File: src/rtl/multicycle_ctrl.sv
// Control FSM for the multi-cycle MIPS datapath: sequences fetch/decode/execute/memory/write-back,
// drives all datapath selects and enables, and counts retired instructions.
module multicycle_ctrl #(
    parameter logic [31:0] CNT_RESET_VAL = 32'h0000_0000
) (
    input  logic        clk_i,
    input  logic        rst_i,
    input  logic [5:0]  opcode_i,
    input  logic        zero_i,
    input  logic        mem_ready_i,
    output logic        pc_write_o,
    output logic        ir_write_o,
    output logic        mem_read_o,
    output logic        mem_write_o,
    output logic        iord_o,
    output logic        reg_write_o,
    output logic        reg_dst_o,
    output logic        mem_to_reg_o,
    output logic        alu_src_a_o,
    output logic [1:0]  alu_src_b_o,
    output logic [2:0]  alu_op_o,
    output logic [1:0]  pc_src_o,
    output logic        ext_sign_o,
    output logic [3:0]  state_o,
    output logic        instr_done_o,
    output logic        illegal_o,
    output logic [31:0] instr_cnt_o
);

    localparam logic [5:0] OP_RTYPE = 6'h00;
    localparam logic [5:0] OP_ADDI  = 6'h08;
    localparam logic [5:0] OP_SLTI  = 6'h0A;
    localparam logic [5:0] OP_ORI   = 6'h0D;
    localparam logic [5:0] OP_LUI   = 6'h0F;
    localparam logic [5:0] OP_LW    = 6'h23;
    localparam logic [5:0] OP_SW    = 6'h2B;
    localparam logic [5:0] OP_BEQ   = 6'h04;
    localparam logic [5:0] OP_BNE   = 6'h05;
    localparam logic [5:0] OP_J     = 6'h02;

    localparam logic [2:0] ALU_ADD   = 3'b000;
    localparam logic [2:0] ALU_SUB   = 3'b001;
    localparam logic [2:0] ALU_FUNCT = 3'b010;
    localparam logic [2:0] ALU_OR    = 3'b011;
    localparam logic [2:0] ALU_SLT   = 3'b100;
    localparam logic [2:0] ALU_LUI   = 3'b101;

    typedef enum logic [3:0] {
        IDLE     = 4'd0,
        FETCH    = 4'd1,
        DECODE   = 4'd2,
        EXE_R    = 4'd3,
        EXE_I    = 4'd4,
        MEM_ADDR = 4'd5,
        MEM_RD   = 4'd6,
        MEM_WB   = 4'd7,
        MEM_WR   = 4'd8,
        BRANCH   = 4'd9,
        JUMP     = 4'd10,
        WB_R     = 4'd11,
        WB_I     = 4'd12
    } state_t;

    state_t      state_reg, state_next;
    logic [31:0] instr_cnt_reg;

    always_ff @(posedge clk_i) begin
        if (!rst_i) begin
            state_reg     <= IDLE;
            instr_cnt_reg <= CNT_RESET_VAL;
        end else begin
            state_reg <= state_next;
            if (instr_done_o)
                instr_cnt_reg <= instr_cnt_reg + 32'd1;
        end
    end

    // Immediates of arithmetic ops are sign-extended, logical ops zero-extended.
    logic imm_signed;
    assign imm_signed = (opcode_i == OP_ADDI) || (opcode_i == OP_SLTI);

    always_comb begin
        state_next   = state_reg;
        pc_write_o   = 1'b0;
        ir_write_o   = 1'b0;
        mem_read_o   = 1'b0;
        mem_write_o  = 1'b0;
        iord_o       = 1'b0;
        reg_write_o  = 1'b0;
        reg_dst_o    = 1'b0;
        mem_to_reg_o = 1'b0;
        alu_src_a_o  = 1'b0;
        alu_src_b_o  = 2'b00;
        alu_op_o     = ALU_ADD;
        pc_src_o     = 2'b00;
        ext_sign_o   = 1'b0;
        instr_done_o = 1'b0;
        illegal_o    = 1'b0;

        unique case (state_reg)
            IDLE: state_next = FETCH;
            FETCH: begin
                mem_read_o  = 1'b1;
                alu_src_b_o = 2'b01;
                ir_write_o  = mem_ready_i;
                pc_write_o  = mem_ready_i;
                if (mem_ready_i)
                    state_next = DECODE;
            end
            DECODE: begin
                alu_src_b_o = 2'b11;
                ext_sign_o  = 1'b1;
                unique case (opcode_i)
                    OP_RTYPE:                         state_next = EXE_R;
                    OP_ADDI, OP_SLTI, OP_ORI, OP_LUI: state_next = EXE_I;
                    OP_LW, OP_SW:                     state_next = MEM_ADDR;
                    OP_BEQ, OP_BNE:                   state_next = BRANCH;
                    OP_J:                             state_next = JUMP;
                    default: begin
                        state_next = FETCH;
                        illegal_o  = 1'b1;
                    end
                endcase
            end
            EXE_R: begin
                alu_src_a_o = 1'b1;
                alu_op_o    = ALU_FUNCT;
                state_next  = WB_R;
            end
            WB_R: begin
                reg_write_o  = 1'b1;
                reg_dst_o    = 1'b1;
                instr_done_o = 1'b1;
                state_next   = FETCH;
            end
            EXE_I: begin
                alu_src_a_o = 1'b1;
                alu_src_b_o = 2'b10;
                ext_sign_o  = imm_signed;
                unique case (opcode_i)
                    OP_SLTI: alu_op_o = ALU_SLT;
                    OP_ORI:  alu_op_o = ALU_OR;
                    OP_LUI:  alu_op_o = ALU_LUI;
                    default: alu_op_o = ALU_ADD;
                endcase
                state_next = WB_I;
            end
            WB_I: begin
                reg_write_o  = 1'b1;
                ext_sign_o   = imm_signed;
                instr_done_o = 1'b1;
                state_next   = FETCH;
            end
            MEM_ADDR: begin
                alu_src_a_o = 1'b1;
                alu_src_b_o = 2'b10;
                ext_sign_o  = 1'b1;
                state_next  = (opcode_i == OP_LW) ? MEM_RD : MEM_WR;
            end
            MEM_RD: begin
                mem_read_o = 1'b1;
                iord_o     = 1'b1;
                if (mem_ready_i)
                    state_next = MEM_WB;
            end
            MEM_WB: begin
                reg_write_o  = 1'b1;
                mem_to_reg_o = 1'b1;
                instr_done_o = 1'b1;
                state_next   = FETCH;
            end
            MEM_WR: begin
                mem_write_o = 1'b1;
                iord_o      = 1'b1;
                if (mem_ready_i) begin
                    instr_done_o = 1'b1;
                    state_next   = FETCH;
                end
            end
            BRANCH: begin
                alu_src_a_o  = 1'b1;
                alu_op_o     = ALU_SUB;
                pc_src_o     = 2'b01;
                pc_write_o   = (opcode_i == OP_BNE) ? !zero_i : zero_i;
                instr_done_o = 1'b1;
                state_next   = FETCH;
            end
            JUMP: begin
                pc_src_o     = 2'b10;
                pc_write_o   = 1'b1;
                instr_done_o = 1'b1;
                state_next   = FETCH;
            end
            default: state_next = IDLE;
        endcase
    end

    assign state_o     = state_reg;
    assign instr_cnt_o = instr_cnt_reg;

endmodule
File: config.mk
export PLATFORM = sky130hd
export DESIGN_NAME = multicycle_ctrl
export DESIGN_NICKNAME = d
export VERILOG_FILES = /design/src/rtl/multicycle_ctrl.sv
export SDC_FILE = /design/constraint.sdc
export NUM_CORES = 1
export LEC_CHECK = 0
export BUFFER_PORTS_ARGS = -buffer_cell sky130_fd_sc_hd__buf_2
export CORE_ASPECT_RATIO = 1.25
export CORE_MARGIN = 2
export CORE_UTILIZATION = 35
export DETAILED_ROUTE_END_ITERATION = 6
export GPL_TIMING_DRIVEN = 0
export HOLD_SLACK_MARGIN = 0.03
export SLEW_MARGIN = 0
export SYNTH_ARGS = -nofsm -noshare
export SYNTH_HDL_FRONTEND = slang
export SYNTH_SLANG_ARGS = --single-unit
File: constraint.sdc
create_clock -name clk_i -period 2.1 [get_ports clk_i]
set_input_delay 0.105 -clock clk_i [delete_from_list [all_inputs] [get_ports clk_i]]
set_output_delay 0.105 -clock clk_i [all_outputs]
set_load 0.01 [all_outputs]
Word level (Yosys, flattened, before mapping)
Cells that the tools add are included.

Flip-flop bits (word level): 36. Bits of input ports: 10. Output and inout port bits: 55. Word-level logic and storage cells: 70.

$add $sub $neg: 1. Eq/ne operators: 24. Muxes and demuxes: 25. Reduce and logical (&&, ||, !) cells: 18.

Operators by type and width (count): adder 32 x 1 -> 32 bit (second input constant) (1); case mux 4 bit (8 select lines) (1); == test 6 x 4 -> 1 bit (second input constant) (4); == test 4 bit (second input constant) (5); case mux 4 bit (5 select lines) (1); case mux 3 bit (3 select lines) (2); == test 4 x 3 -> 1 bit (second input constant) (4); two-way mux 4 bit (4); OR reduction 2 bit (7); == test 6 x 3 -> 1 bit (second input constant) (2); == test 6 bit (second input constant) (2); two-way mux 1 bit (12); OR reduction 10 bit (1); == test 4 x 2 -> 1 bit (second input constant) (2); OR reduction 4 bit (2); == test 6 x 2 -> 1 bit (second input constant) (1); zero test 6 bit (1); != test 2 bit (second input constant) (3); case mux 2 bit (3 select lines) (1); OR reduction 6 bit (1); OR reduction 5 bit (1); == test 4 x 1 -> 1 bit (second input constant) (1); zero test 4 bit (1); case mux 1 bit (2 select lines) (2); 6 further kinds (6).

Longest topological paths before layout
Word-level depth: 4. Mapped depth: 7.

Least setup slack after synthesis
Ideal clock, no wire load.

Path type: reg-to-reg. Start: register state_reg[0], in the netlist state_o[0]. End: register instr_cnt_reg[17], in the netlist instr_cnt_o[17]. Setup time: 70 ps. Arrival: 1743 ps. Data required time: 2030 ps. Slack: 286 ps. Cell stages (with the launch flop): 7. Path buffers: 2. Period minus slack after synthesis: 1814 ps. Path through: dfxtp_1 -> buf_6 -> or2_4 -> o221a_4 -> buf_6 -> or4_1 -> a21oi_1.

Longest elaborated chain between the ends: 3. Elaborated cells between the ends (all ways): 8. Classes of those cells: eq/ne (6); mux (1); reduce/logical (1).

RTL lines: start, declared (RTL line 64) `state_t state_reg, state_next;`; start signal, assigned (RTL line 72) `state_reg <= state_next;`; == test 4 bit / == test 4 x 3 -> 1 bit (equally long branches) (RTL line 100) `unique case (state_reg)`; OR reduction 5 bit (no source line); case mux 1 bit (2 select lines) * (RTL line 100); end signal, assigned (RTL line 74) `instr_cnt_reg <= instr_cnt_reg + 32'd1;`; end, declared (RTL line 65) `logic [31:0] instr_cnt_reg;`.

Every way passes the cells marked *; elsewhere a longest branch is shown, timed or not. A chain may end at the register's enable or synchronous reset.

Worst setup path after layout
Start: register state_reg[0], in the netlist state_o[0]. End: register instr_cnt_reg[29], in the netlist instr_cnt_o[29].

Same word-level chain as after synthesis.

==> results.md <==
- Counting every sink on the clock net gives 36.
- The cell area that synthesis handed to floorplanning was 2326 sq um.
- For this block, the initial DRC count from the detailed router was 165.
- The first TritonRoute pass finished after 4 iterations.
- The aggregate routed wire length is 6740 um.
- The floorplan has 33 rows.
- The max-capacitance violation count is 0.
- The kind of critical path is reg2reg.
- The average footprint of a synthesized cell is 7.601 sq um.
- The clock root buffer master is clkbuf_8.
- The maximum number of pins on one net before global-route repair is 11.
- The final setup violation count is 0.
- The layout overhead on the synthesized area is 22.92%.
- STA classifies the critical path startpoint as a register.
- The area enclosed by the die boundary is 7318 sq um.
- Summed over all nets, the half-perimeter wirelength after detailed placement is 5051 um.
- The number of endpoints with negative hold slack in the final report is 0.
- The top flip-flop cell by instance count after synthesis is dfxtp_1.
- The fraction of the cycle the final worst path needs is 0.9743.
- In this run the number of H-tree levels came out at 2.
- The placed instance area is 2755 sq um.
- The worst path meets setup with 53.89 ps of slack.
- The via count of the first global-routing pass is 2355.
- The antenna diode instance count is 0.
- The clock transition time at the flip-flop clock pins of the worst setup and hold paths is 70 ps.
- The die is 95.15 um tall.
- The maximum clock path buffer count is 2.
- The area of the core is 6482 sq um.
- The path class of the tightest hold or removal check is in2reg.
- In the routed layout, each cell is associated on average with a via count of 5.570.
- The final global-route overflow total is 0.
- The hold buffer count at cts is 0.
- The critical-path maximum fanout is 10.
- The width of the chip is 76.92 um.
- The cell depth of the worst flop-to-flop path is 6.
- Routability-driven placement finished with a final weighted congestion of 0.9379.
- The initial antenna violation count is 0.
- The count of input and output buffers is 64.
- The worst setup path is captured at a register.
- For the worst setup path, the data arrival time is 2260 ps.
- In the routed design, unresolved DRC markers number 0.
- The number of synthesized flops with an enable pin is 0.
- The total of flip-flops plus latches after synthesis is 36.
- After the last flow step, the layout net total stands at 386.
- The post-place setup slack is -78.60 ps.
- The number of top-level pins is 65.
- In the final routed layout, each cell accounts on average for 14.56 um.
- In the global route stage, overall resource usage came out at 0.1833.
- The largest clock skew in the final design is 2.401 ps.
- The initial utilization of the core area, before any placement, comes to 0.3588.
- The ratio of cells with drive above 1 in the final layout is 0.2420.
- The library cells used most frequently in the layout, excluding fill and tap cells, are buf_2, dfxtp_1, nand2_1, a21oi_1, nor2_1.
- For the pin with the worst max-slew slack, the measured transition is 526.2 ps.
- IR analysis of the VDD net gives a maximum drop of 0.1875 mV.
- The power per unit of standard cell area is 473.4 nW/um^2.
- In this run the tightest slew margin relative to its limit is 0.6492.
- The clock tree from TritonCTS is done.
- For the worst setup path, the data required time is 2320 ps.
- For this design the static power due to leakage is 1.143 nW.
- The maximum clock rate is 0.4887 GHz.
- The sequential fraction of the synthesis area is 0.3098.
- The number of standard cells after synthesis is 306.
- During synthesis, Yosys emitted a total of 0 warnings.
- The cell area after layout is 2859 sq um.
- Counting I/O delays and the setup requirement, the final critical path takes 2046 ps.
- The number of nets in the synthesized netlist is 317.
- The count of nets left with antenna violations once routing finished came out at 0.
- Counting flops with an async set or reset pin after synthesis yields a share of 0.
- The number of distinct library cell variants in the gate-level netlist after synthesis is 47.
- The cell depth of the worst min-delay path is 3.
- The clock latency of the later-clocked register in the worst-skew pair is 290 ps.
- Setup repair after global routing left no endpoint under its margin.
- The number of buffers inserted during clock tree synthesis is 5.
- The most frequent standard cell in the layout excluding fill and tap cells is buf_2.
- The run finished with clean final reports.
- The final number of max-transition violations is 0.
- The first global-routing pass estimated 10980 um of wire.
- The count of vias placed by the detailed router is 2579.
-- Yosys cell counts, types with 2 or more instances --
master,number,area share
nor4_1,7,0.019
o31ai_1,15,0.048
xnor2_1,2,0.0075
nand2_1,28,0.045
or2_2,3,0.0081
and2_1,2,0.0054
nor2b_1,5,0.013
o21ai_0,14,0.030
nand2b_1,13,0.035
nor3_1,4,0.0086
nand3_1,11,0.024
or3_1,7,0.019
dfxtp_1,36,0.31
inv_1,8,0.013
a2bb2oi_1,2,0.0075
a21boi_0,2,0.0065
clkbuf_1,15,0.024
a21oi_1,28,0.060
nand4_1,12,0.032
buf_6,2,0.0097
buf_2,3,0.0065
nor2_1,23,0.037
nand3b_1,3,0.0097
or4_1,15,0.048
mux2i_1,9,0.039
and3_1,6,0.016
a22oi_1,2,0.0065
o22ai_1,3,0.0081
and4_1,8,0.030
-- sequential cells by signal, indices dropped and copies added (netlist names) --
name / flops
state_o: 4
instr_cnt_o: 32
-- worst paths after layout --
check	slack, ps	to	from
max reg2reg	50	instr_cnt_o[29]	state_o[0]
min reg2reg	480	instr_cnt_o[31]	instr_cnt_o[31]
min	120	instr_cnt_o[31]	rst_i
max	50	instr_cnt_o[29]	state_o[0]
-- stage by stage --
stage | utilization | TNS, ps | power, mW | std cells | hold WS (ps)
floorplan | - | 0 | 0.7943 | 306 | 260.0
global placement | 0.4250 | -81.65 | 0.8467 | 457 | 422.5
detailed placement | 0.4250 | -601.1 | 0.8468 | 457 | 435.1
CTS | 0.4405 | 0 | 1.362 | 465 | 121.1
global route | 0.4410 | 0 | 1.408 | 463 | 155.5
finish | 0.4410 | 0 | 1.354 | 463 | 120.3
-- routing by layer --
layer,GRT usage,share of wire,vias to the layer above
li1,-,-,1299
met1,0.2139,0.43,1189
met2,0.3377,0.51,86
met3,0.03314,0.057,5
met4,0.06212,0.0091,0
met5,0,0,-
-- cell families after synthesis --
| family | Yosys count | share of synthesized area |
|---|---|---|
| buffers and inverters | 29 | 0.05486 |
| AOI/OAI and AO/OA | 79 | 0.2211 |
| adders and majority gates | 1 | 0.005378 |
| muxes | 9 | 0.03873 |
| DFF | 36 | 0.3098 |
| xor gates and xnor gates | 2 | 0.007532 |
| and+or+nand+nor | 150 | 0.3626 |
-- critical path, cell delays in order (launching register included) --
cell      delay, ps
dfxtp_1         320
buf_6           130
or2_4           250
o221a_4         320
clkbuf_1        250
nor4_1          460
mux2i_1         240
-- layout make-up --
class	count	area, sq um
Clock buffer	8	90.09
Multi-Input combinational cell	241	1491
Tap cell	87	108.9
Sequential cell	36	721.9
Fill cell	685	3623
Buffer	19	96.34
Timing Repair Buffer	64	320.3
Inverter	8	30.03
-- power by group --
group	internal, mW	total, mW	switching, mW
sequential	0.685	0.688	0.00299
combinational	0.0553	0.146	0.0905
clock	0.268	0.519	0.252
total	1.01	1.35	0.345
-- timing repair --
action                     CTS  global route
hold endpoints to repair     0             0
setup endpoints to repair   21            30
setup buffers                0             0
gates resized for setup      6             6
Power figures use the tool's default switching activity.
